`src/rtl/ei_dotmac_n_pipe.sv`:
```
// N-lane dot-product MAC: registered operands, MUL_LAT product stages, registered reduction,
// then a frame accumulator with signed/unsigned mode, optional saturation and sticky overflow.
module ei_dotmac_n_pipe #(
  parameter int unsigned N        = 10,
  parameter int unsigned DW       = 8,
  parameter int unsigned ACCW     = 32,
  parameter int unsigned MUL_LAT  = 3,
  parameter int unsigned SATURATE = 0
) (
  input  logic            clk,
  input  logic            rst,
  input  logic            en,
  input  logic            valid_in,
  input  logic            first_in,
  input  logic            last_in,
  input  logic            signed_in,
  input  logic [N*DW-1:0] a_vec,
  input  logic [N*DW-1:0] b_vec,
  output logic [ACCW-1:0] acc_out,
  output logic            valid_out,
  output logic            done_out,
  output logic            ovf_out
);

  localparam int unsigned PW = 2 * DW;
  localparam int unsigned SW = PW + $clog2(N);

  // Operand capture; tags are qualified by valid so idle beats carry no framing.
  logic [N*DW-1:0] a_q, b_q;
  logic            v0_q, f0_q, l0_q, s0_q;

  always_ff @(posedge clk) begin
    if (rst) begin
      a_q  <= '0;
      b_q  <= '0;
      v0_q <= 1'b0;
      f0_q <= 1'b0;
      l0_q <= 1'b0;
      s0_q <= 1'b0;
    end else if (en) begin
      a_q  <= a_vec;
      b_q  <= b_vec;
      v0_q <= valid_in;
      f0_q <= valid_in & first_in;
      l0_q <= valid_in & last_in;
      s0_q <= valid_in & signed_in;
    end
  end

  logic [N-1:0][PW-1:0] prod_d;

  for (genvar i = 0; i < N; i++) begin : g_lane
    logic                 sa, sb;
    logic signed [PW-1:0] ea, eb;
    assign sa = s0_q & a_q[i*DW+DW-1];
    assign sb = s0_q & b_q[i*DW+DW-1];
    assign ea = {{(PW-DW){sa}}, a_q[i*DW +: DW]};
    assign eb = {{(PW-DW){sb}}, b_q[i*DW +: DW]};
    // Low PW bits of the extended product are exact in both modes.
    assign prod_d[i] = ea * eb;
  end

  logic [MUL_LAT-1:0][N-1:0][PW-1:0] prod_q;
  logic [MUL_LAT-1:0]                vp_q, fp_q, lp_q, sp_q;

  always_ff @(posedge clk) begin
    if (rst) begin
      prod_q <= '0;
      vp_q   <= '0;
      fp_q   <= '0;
      lp_q   <= '0;
      sp_q   <= '0;
    end else if (en) begin
      prod_q[0] <= prod_d;
      vp_q[0]   <= v0_q;
      fp_q[0]   <= f0_q;
      lp_q[0]   <= l0_q;
      sp_q[0]   <= s0_q;
      for (int unsigned j = 1; j < MUL_LAT; j++) begin
        prod_q[j] <= prod_q[j-1];
        vp_q[j]   <= vp_q[j-1];
        fp_q[j]   <= fp_q[j-1];
        lp_q[j]   <= lp_q[j-1];
        sp_q[j]   <= sp_q[j-1];
      end
    end
  end

  logic [SW-1:0] sum_d;

  always_comb begin
    sum_d = '0;
    for (int unsigned i = 0; i < N; i++) begin
      sum_d = sum_d + {{(SW-PW){sp_q[MUL_LAT-1] & prod_q[MUL_LAT-1][i][PW-1]}},
                       prod_q[MUL_LAT-1][i]};
    end
  end

  logic [SW-1:0] sum_q;
  logic          vs_q, fs_q, ls_q, ss_q;

  always_ff @(posedge clk) begin
    if (rst) begin
      sum_q <= '0;
      vs_q  <= 1'b0;
      fs_q  <= 1'b0;
      ls_q  <= 1'b0;
      ss_q  <= 1'b0;
    end else if (en) begin
      sum_q <= sum_d;
      vs_q  <= vp_q[MUL_LAT-1];
      fs_q  <= fp_q[MUL_LAT-1];
      ls_q  <= lp_q[MUL_LAT-1];
      ss_q  <= sp_q[MUL_LAT-1];
    end
  end

  logic [ACCW-1:0] acc_q;
  logic            valid_q, done_q, ovf_q;
  logic [ACCW:0]   sum_x, base_x, raw;
  logic            ovf_now;
  logic [ACCW-1:0] sat_v, acc_d;

  // One guard bit above ACCW exposes both unsigned carry and signed overflow.
  always_comb begin
    sum_x   = {{(ACCW+1-SW){ss_q & sum_q[SW-1]}}, sum_q};
    base_x  = fs_q ? '0 : {ss_q & acc_q[ACCW-1], acc_q};
    raw     = base_x + sum_x;
    ovf_now = ss_q ? (raw[ACCW] ^ raw[ACCW-1]) : raw[ACCW];
    if (!ss_q) begin
      sat_v = '1;
    end else if (raw[ACCW]) begin
      sat_v = {1'b1, {(ACCW-1){1'b0}}};
    end else begin
      sat_v = {1'b0, {(ACCW-1){1'b1}}};
    end
    acc_d = ((SATURATE != 0) && ovf_now) ? sat_v : raw[ACCW-1:0];
  end

  always_ff @(posedge clk) begin
    if (rst) begin
      acc_q   <= '0;
      valid_q <= 1'b0;
      done_q  <= 1'b0;
      ovf_q   <= 1'b0;
    end else if (en) begin
      valid_q <= vs_q;
      done_q  <= vs_q & ls_q;
      if (vs_q) begin
        acc_q <= acc_d;
        ovf_q <= fs_q ? ovf_now : (ovf_q | ovf_now);
      end
    end
  end

  assign acc_out   = acc_q;
  assign valid_out = valid_q;
  assign done_out  = done_q;
  assign ovf_out   = ovf_q;

endmodule

```
`config.mk`:
```
export PLATFORM = sky130hd
export DESIGN_NAME = ei_dotmac_n_pipe
export DESIGN_NICKNAME = d
export VERILOG_FILES = /design/src/rtl/ei_dotmac_n_pipe.sv
export SDC_FILE = /design/constraint.sdc
export NUM_CORES = 2
export LEC_CHECK = 0
export CORE_MARGIN = 2
export CORE_UTILIZATION = 35
export CTS_CLUSTER_DIAMETER = 30
export DETAILED_ROUTE_END_ITERATION = 10
export GPL_TIMING_DRIVEN = 0
export PLACE_DENSITY = 0.54
export SLEW_MARGIN = 10
export SYNTH_ARGS = -nofsm -noshare
export SYNTH_HDL_FRONTEND = slang
export SYNTH_SLANG_ARGS = --single-unit
```
`constraint.sdc`:
```
create_clock -name clk -period 7.2 [get_ports clk]
set_input_delay 1.08 -clock clk [delete_from_list [all_inputs] [get_ports clk]]
set_output_delay 1.08 -clock clk [all_outputs]
set_load 0.02 [all_outputs]
```
==> results.md <==
* Total CTS buffers at 188
* Hold Path Stages at 2
* Static Leak at around 33 nW
* Core area at approximately 160000 sq um
* Leading area contributor after synthesis: fa_1
* Crit share post-route at 95.8%
* Max incr delay on CP at around 0.53 ns
* # fillers at around 16000
* PwrDens at ~210 nW/um^2
* Worst R2R Path Depth at 23
* Post-route minimum period at between 6 and 7 ns
* Reg2reg end: prod_q[30]$_SDFFE_PP0P_
* Worst-Skew Late Latency at 0.81 ns
* Global Route met2 Usage at between 30% and 40%
* Met1 usage at around 28%
* IO Port Bufs at a little under 200
* Ys Warns at 0
* # IOs at 202
* Worst setup SP type: register
* P&R area growth vs syn at 20.4%
* FFs w/ async S/R, synth at 0%
* Most common library cells after synthesis: inv_1 (992), fa_1 (769), nor2_1 (730)
* GRT overflow at 0
* Setup TNS at 0 ns
* Library cells used by synthesis at 64
* Root Buffer: clkbuf_16
* Vias in the first global route at approximately 44000
* Worst R2R Start: s0_q$_SDFFE_PP0P_
* Finished Core Util at 42.5%
* RSZ-0062 raised after global routing: no
* WP data required at 7.89 ns
* Worst min path class: register to register
* Total Routing Usage GR at approximately a fifth
* Syn_nets at between 7000 and 8000
* Hold Path Sink: prod_q[80]$_SDFFE_PP0P_
* Slew Viols, Final at 0
* #FFs+latches synth at roughly 720
* Slew headroom at between 3 and 4%
* Starting density of the core at 35.3%
* DP Area at between 60000 and 70000 sq um
* NumNets Final at slightly below 8000
* Clk sinks at between 700 and 800
* Final count of hold timing violations at 0
* Max stage delay cell, worst path: fa_1
* Final instance area at ~70000 sq um
* Total wire length at 168000 um
* Final HPWL DP at 130000 um
* Critical path type: register to register
* Initial antenna violation count at 8
* Met3 GRT Util at 3.67%
* First-pass GRT wire length at 263000 um
* Post-CTS Setup Bufs at 0
* Syn Inst Count at 6187
* Reg-to-reg setup timing slack at 0.30 ns
* F_max at 145 MHz
* Initial DRC Count at approximately 2400
* Crit path max fanout at 10
* HP Start: prod_q[80]$_SDFFE_PP0P_
* Clock transition at the registers of the reported paths at ~0.050 ns
* Clock skew at 0.0338 ns
* WP data arrival at 7.59 ns
* Most Crowded Layer GR: met2
* Crit path cell chain: clkbuf_4 > clkbuf_4 > buf_4 > nand3_1 > fa_1 > inv_1 > fa_1 > inv_1 > fa_1 > inv_1 > fa_1 > inv_1 > fa_1 > inv_1 > ha_1 > inv_1 > o21bai_1 > a21oi_1 > nor2b_1 > o21a_1 > o31ai_1 > mux2_2 > a311o_1
* Cell mode on critical path: inv_1
* EDFF count, synth at 0
* Multi-input logic area at 39000 sq um
* DIE WIDTH at about 410 um
* Longest Clk Path Bufs at 3
* Register area share after synthesis at between 20% and 30%
* Most common cell in the netlist: inv_1
* Status: finished, final reports clean
* Die Height at roughly 410 um
* Area contributors post-synth: fa_1 (26%), dfxtp_1 (25%), mux2i_1 (10%), ha_1 (8.3%), inv_1 (6.4%)
* Post-DR wirelength/cell at approximately 19 um
* Total power at about 0.015 W
* Routability congestion estimate at 0.912
* Largest net degree at the start of global routing at 17
* Crit. End Element: register
* Synth Flop Type: dfxtp_1
* Core Rows at roughly 150
* Post-Synthesis Cell Area at 58200 sq um
* Sequential Area at about 14000 sq um
* Area share of the largest cell type after synthesis at roughly a quarter
* 1st-pass router iterations at 5
* DR vias at 42400
* CTS tree: yes
* ANT nets after route at 0
* Vias per cell at 4.74
* Syn Area/Cell at 9.40 sq um
* Fraction of layout cells with a size suffix above 1 at approximately 6.4%
* Maximum VDD drop at around 0.18 mV
* Worst slew pin tran at around 1.4 ns
* H-tree level count at 4
* Die Area at roughly 170000 sq um
* Maxcap violations at 0
* Drt drc at 0
* Final setup viols at 0
state kept, by name, summed over array words and instances (netlist names):
signal,cells
ss_q,1
acc_out,32
sp_q,3
ls_q,1
sum_q,20
f0_q,1
prod_q,480
valid_out,1
lp_q,3
done_out,1
a_q,80
fs_q,1
vp_q,3
l0_q,1
b_q,80
fp_q,3
vs_q,1
s0_q,1
ovf_out,1
v0_q,1
cell families (layout without fill, tap and decap cells):
logic type                 after synthesis  after routing  share of synthesized area [%]
xor gates and xnor gates               209            209                           3.17
AOI/OAI and AO/OA                      394            394                           4.35
buffers and inverters                 1309           1868                           8.46
DFF                                    715            715                           24.6
other                                    0              4                              0
muxes                                  604            604                           10.4
adders and majority gates             1154           1154                           34.7
and+or+nand+nor                       1802           1802                           14.3
stage by stage:
step | std cells | setup slack [ns] | hold WS (ns)
after floorplan | 6187 | 1.43 | 0.432
after detailed placement | 8580 | -0.557 | 0.454
after CTS | 8935 | 0.173 | 0.459
after global placement | 8575 | -2.46 | 0.444
final | 8939 | 0.304 | 0.455
after global routing | 8935 | 0.0801 | 0.475
worst max-delay path by stage:
stage	to	depth (start not counted)	slack (ns)	startpoint
final	prod_q[30]$_SDFFE_PP0P_	23	0.30	s0_q$_SDFFE_PP0P_
after global routing	prod_q[30]$_SDFFE_PP0P_	23	0.08	s0_q$_SDFFE_PP0P_
after CTS	prod_q[30]$_SDFFE_PP0P_	23	0.17	s0_q$_SDFFE_PP0P_
after detailed placement	prod_q[30]$_SDFFE_PP0P_	23	-0.56	s0_q$_SDFFE_PP0P_
after global placement	prod_q[30]$_SDFFE_PP0P_	23	-2.46	s0_q$_SDFFE_PP0P_
after floorplan	prod_q[126]$_SDFFE_PP0P_	23	1.43	s0_q$_SDFFE_PP0P_
worst max-delay path, delay by kind of cell (launching register included):
| kind | cells | cell delay (ns) |
|---|---|---|
| compound gates | 5 | 1.27 |
| fa+ha+maj | 6 | 2.83 |
| buf+inv | 9 | 1.63 |
| flops | 1 | 0.32 |
| mux | 1 | 0.39 |
| simple gates | 2 | 0.28 |
cell type report:
type / count / area share (%)
inverters: 993 / 5.32
clock buffers: 240 / 7.45
diodes: 4 / 0.0143
repair buffers: 204 / 3.02
flip-flops and latches: 715 / 20.4
multi-input cells: 4163 / 55.6
plain buffers: 316 / 1.76
clock inverters: 115 / 2.49
well taps: 2189 / 3.91
layer usage:
layer	vias to the layer above	part of all wire, %
li1	20100	-
met1	21100	46
met2	893	46
met3	213	5.1
met4	4	2.4
met5	-	0.015
placed cells by master (no fill, tap or decap), types with 31 or more instances in the layout:
cell	count
fa_1	769
a21o_1	34
bufinv_16	34
nor2_1	730
nand2_1	431
nor2b_1	58
xor2_1	38
nor3_1	31
buf_1	59
a21oi_1	138
nand3_1	63
ha_1	385
clkbuf_1	255
and2_1	350
clkdlybuf4s50_1	199
mux2i_1	600
clkbuf_16	190
and3_1	43
o21ai_0	50
xnor2_1	170
dfxtp_1	715
inv_1	992
or2_2	40
power by group:
group | switching [W] | internal (W)
Clock | 0.00276 | 0.00635
Sequential | 0.000106 | 0.00410
Combinational | 0.000914 | 0.000589
what timing repair did:
item | in CTS | in global routing
gates resized for setup | 3 | 0
endpoints found under the setup margin | 19 | 0
hold buffers | 0 | 0
Note: power is estimated with default switching activity, not from simulation.
